<file path="src/rtl/branch_cond_unit.sv">
// Branch condition unit: holds the {S,Z,C,V} flag register, resolves B/BE/BLT/BLE/BNE,
// and presents a registered PC redirect to fetch over a valid/ready handshake.
module branch_cond_unit #(
  parameter bit          FWD   = 1'b1,
  parameter int unsigned CNT_W = 16
) (
  input  logic             clk,
  input  logic             rst_n,
  input  logic             flag_we,
  input  logic [3:0]       flag_in,
  input  logic             br_valid,
  output logic             br_ready,
  input  logic             br_uncond,
  input  logic [1:0]       br_cc,
  input  logic [15:0]      br_pc,
  input  logic [7:0]       br_disp,
  input  logic             flush,
  output logic             redir_valid,
  input  logic             redir_ready,
  output logic             redir_taken,
  output logic [15:0]      redir_target,
  output logic [3:0]       flags_q,
  output logic [CNT_W-1:0] taken_cnt
);

  typedef enum logic [1:0] {
    CC_BE  = 2'd0,
    CC_BLT = 2'd1,
    CC_BLE = 2'd2,
    CC_BNE = 2'd3
  } cc_e;

  logic [3:0]  feff;
  logic        flag_s, flag_z, flag_v;
  logic        taken;
  logic        accept;
  logic [15:0] seq_pc;
  logic [15:0] disp_ext;
  logic [15:0] target;

  // A full slot can take a new request only if fetch drains it this cycle.
  assign br_ready = (~redir_valid | redir_ready) & ~flush;
  assign accept   = br_valid & br_ready;

  assign feff   = (FWD && flag_we) ? flag_in : flags_q;
  assign flag_s = feff[3];
  assign flag_z = feff[2];
  assign flag_v = feff[0];

  // NOTE: every signal driven in always_comb gets a default first, so no path can infer a latch.
  always_comb begin
    taken = 1'b0;
    if (br_uncond) begin
      taken = 1'b1;
    end else begin
      unique case (cc_e'(br_cc))
        CC_BE:   taken = flag_z;
        CC_BLT:  taken = flag_s ^ flag_v;
        CC_BLE:  taken = flag_z | (flag_s ^ flag_v);
        CC_BNE:  taken = ~flag_z;
        default: taken = 1'b0;
      endcase
    end
  end

  // Wrap-around past 16'hFFFF is architecturally silent.
  assign seq_pc   = br_pc + 16'd1;
  assign disp_ext = {{8{br_disp[7]}}, br_disp};
  assign target   = taken ? (seq_pc + disp_ext) : seq_pc;

  // NOTE: sequential state uses non-blocking assignments so every register samples pre-edge values.
  always_ff @(posedge clk or negedge rst_n) begin
    if (!rst_n) begin
      flags_q <= 4'd0;
    end else if (flag_we) begin
      flags_q <= flag_in;
    end
  end

  always_ff @(posedge clk or negedge rst_n) begin
    if (!rst_n) begin
      redir_valid  <= 1'b0;
      redir_taken  <= 1'b0;
      redir_target <= 16'd0;
    end else if (flush) begin
      redir_valid <= 1'b0;
    end else if (accept) begin
      redir_valid  <= 1'b1;
      redir_taken  <= taken;
      redir_target <= target;
    end else if (redir_ready) begin
      redir_valid <= 1'b0;
    end
  end

  always_ff @(posedge clk or negedge rst_n) begin
    if (!rst_n) begin
      taken_cnt <= '0;
    end else if (accept && taken && (taken_cnt != {CNT_W{1'b1}})) begin
      taken_cnt <= taken_cnt + CNT_W'(1);
    end
  end

endmodule
</file>
<file path="config.mk">
export PLATFORM = sky130hd
export DESIGN_NAME = branch_cond_unit
export DESIGN_NICKNAME = d
export VERILOG_FILES = /design/src/rtl/branch_cond_unit.sv
export SDC_FILE = /design/constraint.sdc
export NUM_CORES = 1
export LEC_CHECK = 0
export ABC_AREA = 1
export BUFFER_PORTS_ARGS = -buffer_cell sky130_fd_sc_hd__buf_2
export CORE_MARGIN = 2
export CORE_UTILIZATION = 50
export CTS_BUF_LIST = sky130_fd_sc_hd__clkbuf_16
export DETAILED_ROUTE_END_ITERATION = 12
export GPL_ROUTABILITY_DRIVEN = 0
export GPL_TIMING_DRIVEN = 0
export PLACE_DENSITY = 0.78
export SYNTH_ARGS = -nofsm -noshare
export SYNTH_HDL_FRONTEND = slang
export SYNTH_SLANG_ARGS = --single-unit
export TNS_END_PERCENT = 100
</file>
<file path="constraint.sdc">
create_clock -name clk -period 1.7 [get_ports clk]
set_input_delay 0.085 -clock clk [delete_from_list [all_inputs] [get_ports clk]]
set_output_delay 0.085 -clock clk [all_outputs]
set_load 0.1 [all_outputs]
</file>
==> results of run 1 <==
[state kept, by name, indices dropped and copies added, names as in the netlist]
register and count:
flags_q 4, redir_taken 1, redir_target 16, redir_valid 1
taken_cnt 16
[metal layers]
layer / part of all wire / wire, um / track usage / vias up
met3: 0.057 / 647 / 0.0418 / 63
li1: - / - / - / 1759
met5: 0 / 0 / 0 / -
met1: 0.38 / 4300 / 0.305 / 1809
met4: 0.054 / 623 / 0.0981 / 0
met2: 0.51 / 5880 / 0.453 / 217
[layout make-up]
class,instances,area (um^2),share of cell area
clock buffer,5,125,0.0247
timing repair buffer,124,838,0.165
clock inverter,3,12.5,0.00247
buffer,6,62.6,0.0123
sequential,38,977,0.193
tap,77,96.3,0.0190
multi-input combinational,373,2750,0.541
inverter,54,218,0.0429
[cell usage after synthesis, drive strengths merged]
library cell,number,area [um^2]
o21bai,2,15.0
nand3,41,210
xnor2,10,87.6
a21boi,2,15.0
xor2,23,201
nor3,3,26.3
and2,1,6.26
nand2,168,713
o21ai,22,110
a21o,1,7.51
nor3b,1,12.5
buf,5,48.8
a21oi,16,83.8
nor4,2,12.5
o22ai,1,6.26
ha,21,263
nand3b,4,30.0
nand4,3,33.8
fa,1,20.0
clkinv,1,3.75
inv,53,206
clkbuf,1,3.75
nor2,44,175
o211ai,2,15.0
or2,4,25.0
dfrtp,38,951
[power by group through the flow]
stage	registers, mW	logic (mW)	clock network (mW)
after floorplan	2.36	0.668	0
after global placement	1.23	2.19	0
after detailed placement	1.24	2.22	0
after CTS	1.22	2.43	0.872
after global routing	1.25	2.84	0.919
final	1.24	2.71	0.879
[layout by cell type (no fill, tap or decap), types with 9 or more instances in the layout]
cell,count
nor2_2,9
nand2_2,40
dfrtp_1,23
dfrtp_2,12
o21ai_0,10
inv_2,11
ha_4,14
buf_4,43
nand2_1,109
buf_6,10
inv_1,41
xor2_1,18
buf_2,70
nor2_1,28
a21oi_2,10
nand2_4,17
nand3_1,31
[worst min path at each step]
stage | from | end | slack [ns] | cells past startpoint
finish | flag_in[1] | flags_q[1] | 0.006 | 3
global route | flush | redir_valid | 0.01 | 2
CTS | flush | redir_valid | 0.007 | 2
detailed placement | rst_n | flags_q[0] | 0.23 | 1
global placement | rst_n | flags_q[1] | 0.24 | 1
floorplan | rst_n | flags_q[0] | -0.21 | 0
[worst reg2reg max path, stage by stage, from the launching register on]
cell	delay (ns)
dfrtp_2	0.42
inv_1	0.12
nor3b_4	0.24
nand2_2	0.10
nor3_4	0.19
nand4_4	0.21
nand2_8	0.16
buf_12	0.12
buf_12	0.12
nand2_4	0.05
nand2_1	0.08
[through the flow]
step | TNS [ns] | power (mW) | cells | utilization | hold slack [ns]
2_1_floorplan | -9.86 | 3.03 | 470 | - | -0.211
3_3_place_gp | -7.14 | 3.42 | 622 | 0.615 | 0.237
3_5_place_dp | -8.11 | 3.45 | 622 | 0.615 | 0.230
4_1_cts | -1.38 | 4.52 | 657 | 0.711 | 0.00694
5_1_grt | -5.63 | 5.01 | 680 | 0.799 | 0.0137
6_report | -3.37 | 4.83 | 680 | 0.799 | 0.00645
[timing repair]
| item | in CTS | in global routing |
|---|---|---|
| gates resized for setup | 66 | 91 |
| endpoints found under the hold margin | 38 | 0 |
| pin swaps | 27 | 46 |
| setup endpoints to repair | 25 | 27 |
| setup buffers | 23 | 23 |
| gates cloned | 3 | 0 |
| hold buffers | 1 | 0 |
[kinds of logic (layout without fill, tap and decap cells)]
logic type	count (synthesis)	in the layout	share of synthesized area
adders and majority gates	22	22	0.0861
DFF	38	38	0.290
and+or+nand+nor	271	272	0.379
AOI/OAI and AO/OA	46	46	0.0770
xor gates and xnor gates	33	33	0.0880
buffers and inverters	60	192	0.0800
==> metrics, run 1 <==
Port Buf Inserts 75; crit start category input port; initial antenna violation count 0; crit-path max FO 3; CP peak stage delay 0.29 ns; ratio of cells with drive above 1 in the final layout 0.496; CTS tree built; routed vias 3848; Critical Path Most Common Cell nand2_1; Routed WL 11500 um; Post-DP HPWL 6210 um; vias in the first global route 3470; Max Clock Freq 491 MHz; n_diodes 0; Final Cell Area 5070 um^2; die height 85.0 um; core area 6350 um^2; NumNets Final 661; Clk pwr share 0.182; Slew Limit Headroom 0.446; DRC violations left 0; I/O pins 76; placed cell area 3900 um^2; Worst Setup SP br_pc[1]; clk_skew 0.00249 ns; Mapped Area 3280 um^2; failing checks setup timing; Clk Latency, worst-skew pair 0.28 ns; largest net degree at the start of global routing 39; P_leak 2.59 nW; drt via density 5.66; period utilisation layout 1.20; Critical-path top delay cell ha_4; sequential element share of the synthesized area 0.290; CP Data Arrival Time 2.21 ns; CTS root buf clkbuf_16; worst path required time 1.87 ns; Worst R2R Start taken_cnt[6]; final hold violations 0; Setup-failing EPs final 25; Comb power frac 0.561; synthesized net count 529; Sw Share 0.517; R2R Setup Slk -0.17 ns; TritonRoute pass-1 iters 4; synth unique cells 41; Reg power frac 0.257; CP Class input port to register; Sink Count 38; Total GRT Usage 0.254; die width 85.0 um; Clock transition at path regs 0.06 ns; CP Buf/Inv Count 1; Place WS -0.816 ns; die area 7230 um^2; Yosys warnings 0; CP endpoint kind register; fin. max-slew vios 0; synthesized flop and latch total 38; worst reg-to-reg path cell count 10; P&R area growth vs syn 54.6%; fill count 391; antenna viol nets, final 0; first-pass GRT wire length 15200 um; Int Pwr 2.33 mW; Peak supply drop 1.81 mV; global route overflow 0; initial DRC count 242; row count 29; crit-path cells buf_8, ha_4, nand2_4, nor2_4, nand3_4, nand3b_1, or2_4, and2_4, ha_4, nand2_4, nor2_1, a21oi_2, nand2_1, nand2_1, nand3_1, nand2_1, nand3_1, nand2_1; Starting Density 0.517; Reg2Reg Capture Point taken_cnt[11]; cell count after synthesis 470; maximum clock insertion buffer count 2; H-tree Lvls 2; crit path capture redir_target[15]; Worst Hold Class input port to register; Syn Area/Cell 6.99 um^2; Worst Tran Pin Value 0.831 ns; outcome finished, violations left; RSZ-0062 raised after global routing yes; cell family with most CP delay simple AND/OR/NAND/NOR gates; setup ws final -0.336 ns; post-layout min period 2.04 ns; P_sw 2.49 mW; CTS Buf Count 5; power per cell area 951 nW/um^2; drt wl/cell 16.8 um; Levels on crit path 18; max-cap violation count 0
Power figures use the tool's default switching activity.
==> run 2: changes to the inputs <==
==> config.mk (replaced) <==
export PLATFORM = sky130hd
export DESIGN_NAME = branch_cond_unit
export DESIGN_NICKNAME = d
export VERILOG_FILES = /design/src/rtl/branch_cond_unit.sv
export SDC_FILE = /design/constraint.sdc
export NUM_CORES = 1
export LEC_CHECK = 0
export ABC_AREA = 0
export CORE_MARGIN = 2
export CORE_UTILIZATION = 58
export CTS_BUF_LIST = sky130_fd_sc_hd__clkbuf_16
export DETAILED_ROUTE_END_ITERATION = 12
export DONT_BUFFER_PORTS = 1
export GPL_ROUTABILITY_DRIVEN = 0
export GPL_TIMING_DRIVEN = 0
export PLACE_DENSITY = 0.76
export SYNTH_ARGS = -nofsm -noshare
export SYNTH_HDL_FRONTEND = slang
export SYNTH_SLANG_ARGS = --single-unit
export TNS_END_PERCENT = 100
==> metrics, run 2 <==
Starting Density 0.592; mux cell area share after synthesis 0.0617; P_sw 2.17 mW; Mapped Area 2760 um^2; Worst Tran Pin Value 0.980 ns; area of the multi-input gates 1880 um^2; clk_skew 0.00637 ns; CP peak stage delay 0.61 ns; Int Pwr 2.02 mW; failing checks setup timing; Comb power frac 0.203; CTS Buf Count 5; placed cell count 355; Routed WL 6460 um; die area 5330 um^2; fraction of registers with async set/reset 1.00; total power draw 4.19 mW; synthesized net count 360; register area 978 um^2; Synth Area in Adders 0.102; global route overflow 0; Top Registers redir_target (16), taken_cnt (16), flags_q (4); vias in the first global route 2224; Post-DP HPWL 4530 um; top post-synthesis cells by count dfrtp_1, nand2_1, xnor2_1; largest family of logic cells by synthesized area simple AND/OR/NAND/NOR gates; P_leak 1.44 nW; period utilisation layout 1.46; post-synthesis share of cell area spent on xor and xnor gates 0.136; Fin Hold WS 0.0820 ns; post-synthesis compound-gate area fraction 0.144; R2R Setup Slk -0.79 ns; Syn Area/Cell 9.17 um^2; Place WS -0.899 ns; Peak supply drop 0.763 mV; CTS tree built; total negative slack -20.34 ns; initial DRC count 105; Sw Share 0.518; CTS root buf clkbuf_16; most common cell after layout, fill and taps aside nand2_1; Worst Hold Class input port to register; fill count 325; worst path required time 1.86 ns; crit start category register; outcome finished, violations left; TritonRoute pass-1 iters 4; max-cap violation count 0; row count 25; core area 4660 um^2; P&R area growth vs syn 22.0%; cell count after synthesis 301; sequential element share of the synthesized area 0.345; RSZ-0062 raised after global routing yes; cell with the most instances after synthesis dfrtp_1; CP Data Arrival Time 2.65 ns; drt via density 5.99; CP Buf/Inv Count 1; die height 73.0 um; Simple-Gate Fraction of Synth Area 0.184; post-layout min period 2.49 ns; Total GRT Usage 0.251; Final Instance Count excl. Fillers 387; H-tree Lvls 2; largest area contributor in the netlist dfrtp_1; routed vias 2320; crit-path max FO 6; CP endpoint kind register; synth unique cells 39; Clock transition at path regs 0.06 ns; Yosys warnings 0; largest net degree at the start of global routing 39; synthesized flop and latch total 38; Clk Latency, worst-skew pair 0.28 ns; final hold violations 0; Critical-path top delay cell dfrtp_4; die width 73.0 um; EDFF count, synth 0; ratio of cells with drive above 1 in the final layout 0.222; Sink Count 38; antenna viol nets, final 0; NumNets Final 391; first-pass GRT wire length 10300 um; Slew Limit Headroom 0.347; synth top area cells dfrtp_1, xnor2_1, ha_1; power per cell area 1240 nW/um^2; n_diodes 0; CP Class register to register; Clk pwr share 0.202; maximum clock insertion buffer count 2; DRC violations left 0; I/O pins 76; drt wl/cell 16.7 um; Max Clock Freq 402 MHz; cell family with most CP delay simple AND/OR/NAND/NOR gates; initial antenna violation count 0; Setup-failing EPs final 33; top_reg_cell synth dfrtp_1; most frequent cells in the layout nand2_1, xnor2_1, dfrtp_1; top cell type's share of synthesized area 0.345; crit-path cells nor2b_4, nor2_4, and2_4, nand2_4, a31oi_4, buf_4, mux2_4; setup ws final -0.786 ns; Reg power frac 0.594; fin. max-slew vios 0; Port Buf Inserts 0
==> run 2: area by class of cell <==
class | count | share of cell area
well taps | 54 | 0.0201
inverters | 5 | 0.00557
plain buffers | 8 | 0.0201
clock buffers | 5 | 0.0371
flip-flops and latches | 38 | 0.290
multi-input cells | 250 | 0.558
repair buffers | 24 | 0.0658
clock inverters | 3 | 0.00334
==> run 2: worst reg2reg max path, cell delays in order, from the launching register on <==
cell and delay [ns]:
dfrtp_4 0.61, nor2b_4 0.19, nor2_4 0.50, and2_4 0.28
nand2_4 0.06, a31oi_4 0.25, buf_4 0.17, mux2_4 0.30
==> run 2: path summary, 6_finish.rpt <==
| kind | start | to | cells after the start |
|---|---|---|---|
| max | redir_valid | taken_cnt[1] | 7 |
| min | br_disp[7] | redir_target[15] | 3 |
| max reg2reg | redir_valid | taken_cnt[1] | 7 |
| min reg2reg | taken_cnt[0] | taken_cnt[0] | 1 |
| max in group asynchronous | rst_n | flags_q[2] | 2 |
| min in group asynchronous | rst_n | taken_cnt[6] | 2 |
==> run 2: through the flow <==
stage,util,cell area (um^2)
after floorplan,-,2840
after global placement,0.624,2910
after detailed placement,0.624,2910
after CTS,0.702,3270
after global routing,0.723,3370
final,0.723,3370
==> run 2: cells by family (layout without fill, tap and decap cells) <==
group,after synthesis,in the layout
flip-flops,38,38
buffers and inverters,13,45
AND/OR/NAND/NOR,106,106
adder cells (fa/ha/maj),22,22
multiplexers,16,16
AO/OA/AOI/OAI,63,63
XOR/XNOR,43,43
==> run 2: per-layer routing <==
metal  up-vias  GRT usage  part of all wire
li1       1133          -                 -
met5         -          0                 0
met4         0     0.0905             0.018
met3        11     0.0718             0.049
met2        66      0.443              0.52
met1      1110      0.287              0.41
==> run 2: repair_timing <==
item	CTS	global route
hold buffers	8	0
resized for setup	21	12
pin swaps	6	3
buffers inserted	9	7
endpoints found under the hold margin	43	0
cloned	1	0
setup endpoints to repair	33	33
==> run 2: power groups by stage <==
| stage | registers (mW) | logic (mW) | clock network, mW |
|---|---|---|---|
| after floorplan | 2.43 | 0.599 | 0 |
| after global placement | 2.48 | 0.684 | 0 |
| after detailed placement | 2.48 | 0.704 | 0 |
| after CTS | 2.47 | 0.812 | 0.861 |
| after global routing | 2.52 | 0.947 | 0.913 |
| final | 2.49 | 0.852 | 0.848 |
==> run 3: changes to the inputs <==
--- a/config.mk
+++ b/config.mk
@@ -14,6 +14,7 @@
 export GPL_ROUTABILITY_DRIVEN = 0
 export GPL_TIMING_DRIVEN = 0
 export PLACE_DENSITY = 0.76
+export SKIP_LAST_GASP = 1
 export SYNTH_ARGS = -nofsm -noshare
 export SYNTH_HDL_FRONTEND = slang
 export SYNTH_SLANG_ARGS = --single-unit
==> constraint.sdc (replaced) <==
create_clock -name clk -period 2.1 [get_ports clk]
set_input_delay 0.105 -clock clk [delete_from_list [all_inputs] [get_ports clk]]
set_output_delay 0.105 -clock clk [all_outputs]
set_load 0.1 [all_outputs]
==> metrics, run 3 (synthesized netlist as in run 2, its figures left out) <==
outcome finished, violations left; failing checks setup timing; Top Registers redir_target (16), taken_cnt (16), flags_q (4); Worst R2R Start redir_valid; P_leak 1.45 nW; period utilisation layout 1.16; Clock transition at path regs 0.06 ns; die area 5330 um^2; CTS tree built; CP Class register to register; Total GRT Usage 0.253; Starting Density 0.592; most frequent cells in the layout nand2_1, xnor2_1, dfrtp_1; die width 73.0 um; Reg power frac 0.570; Worst Setup SP redir_valid; core area 4660 um^2; initial antenna violation count 0; Port Buf Inserts 0; power per cell area 1030 nW/um^2; R2R Setup Slk -0.34 ns; Post-DP HPWL 4560 um; ratio of cells with drive above 1 in the final layout 0.230; largest net degree at the start of global routing 39; DRC violations left 0; P&R area growth vs syn 23.7%; Hold Path Stages 3; RSZ-0062 raised after global routing yes; Int Pwr 1.75 mW; crit start category register; Worst Tran Pin Value 0.978 ns; TritonRoute pass-1 iters 5; CTS Buf Count 5; Slew Limit Headroom 0.348; Comb power frac 0.196; clk_skew 0.00651 ns; Sw Share 0.503; worst reg-to-reg path cell count 9; Fin Hold WS 0.0960 ns; Sink Count 38; global route overflow 0; max-cap violation count 0; NumNets Final 389; H-tree Lvls 2; I/O pins 76; Clk pwr share 0.234; most common cell after layout, fill and taps aside nand2_1; Routed WL 6670 um; Worst Hold Class input port to register; Clk Latency, worst-skew pair 0.28 ns; initial DRC count 85; n_diodes 0; CTS root buf clkbuf_16; crit-path max FO 5; CP Data Arrival Time 2.57 ns; maximum clock insertion buffer count 2; Setup-failing EPs final 33; Peak supply drop 0.579 mV; routed vias 2279; P_sw 1.78 mW; fin. max-slew vios 0; fin util 0.732; Worst Hold Path EP redir_target[15]; start point of the worst hold path br_disp[7]; Max Clock Freq 410 MHz; drt wl/cell 17.3 um; CP endpoint kind register; antenna viol nets, final 0; total power draw 3.53 mW; post-layout min period 2.44 ns; row count 25; drt via density 5.92; setup ws final -0.336 ns; die height 73.0 um; vias in the first global route 2241; worst path required time 2.24 ns; final hold violations 0; Reg2Reg Capture Point taken_cnt[6]; first-pass GRT wire length 10600 um; fill count 335
run 3: area by class of cell:
| class | count | area [um^2] | area share |
|---|---|---|---|
| plain buffers | 8 | 72.6 | 0.0213 |
| clock buffers | 5 | 125 | 0.0367 |
| clock inverters | 3 | 37.5 | 0.0110 |
| inverters | 5 | 18.8 | 0.00550 |
| multi-input cells | 250 | 1900 | 0.556 |
| flip-flops and latches | 38 | 976 | 0.286 |
| well taps | 54 | 67.6 | 0.0198 |
| repair buffers | 22 | 218 | 0.0638 |
run 3: timing repair:
item / CTS / global route
endpoints found under the hold margin: 42 / 0
resized for setup: 20 / 19
pin swaps: 5 / 6
gates cloned: 1 / 1
setup buffers: 8 / 5
hold buffers: 7 / 0
setup endpoints to repair: 33 / 33
run 3: worst max path at each step:
stage | end | slack (ns)
after global routing | redir_target[15] | -0.42
after detailed placement | redir_target[15] | -0.56
after CTS | taken_cnt[14] | -0.34
final | taken_cnt[6] | -0.34
after global placement | redir_target[15] | -0.53
after floorplan | taken_cnt[8] | -0.31
run 3: power by group through the flow:
stage	clock, mW	combinational (mW)	sequential [mW]
floorplan	0	0.481	1.96
global placement	0	0.550	2.00
detailed placement	0	0.566	2.01
CTS	0.826	0.627	2.00
global route	0.858	0.783	2.03
finish	0.825	0.692	2.01
run 3: worst max-delay path: stages (launching register included):
cell	delay (ns)
dfrtp_4	0.62
nor2b_4	0.19
nor2_4	0.50
and2_4	0.27
nand2_4	0.06
a31oi_4	0.18
buf_4	0.15
buf_6	0.11
nand2_1	0.07
xnor2_1	0.14
run 3: through the flow:
stage | setup WS, ns | instances | instance area, um^2 | setup TNS, ns
2_1_floorplan | -0.308 | 301 | 2830 | -3.88
3_3_place_gp | -0.527 | 355 | 2890 | -8.63
3_5_place_dp | -0.563 | 355 | 2890 | -9.27
4_1_cts | -0.337 | 379 | 3270 | -6.25
5_1_grt | -0.417 | 385 | 3410 | -9.22
6_report | -0.336 | 385 | 3410 | -6.33
run 3: metal layers:
layer / GRT usage / wire [um] / vias up
met4: 0.0782 / 93 / 0
met5: 0 / 0 / -
met2: 0.449 / 3470 / 63
met3: 0.0470 / 324 / 9
li1: - / - / 1129
met1: 0.310 / 2780 / 1078
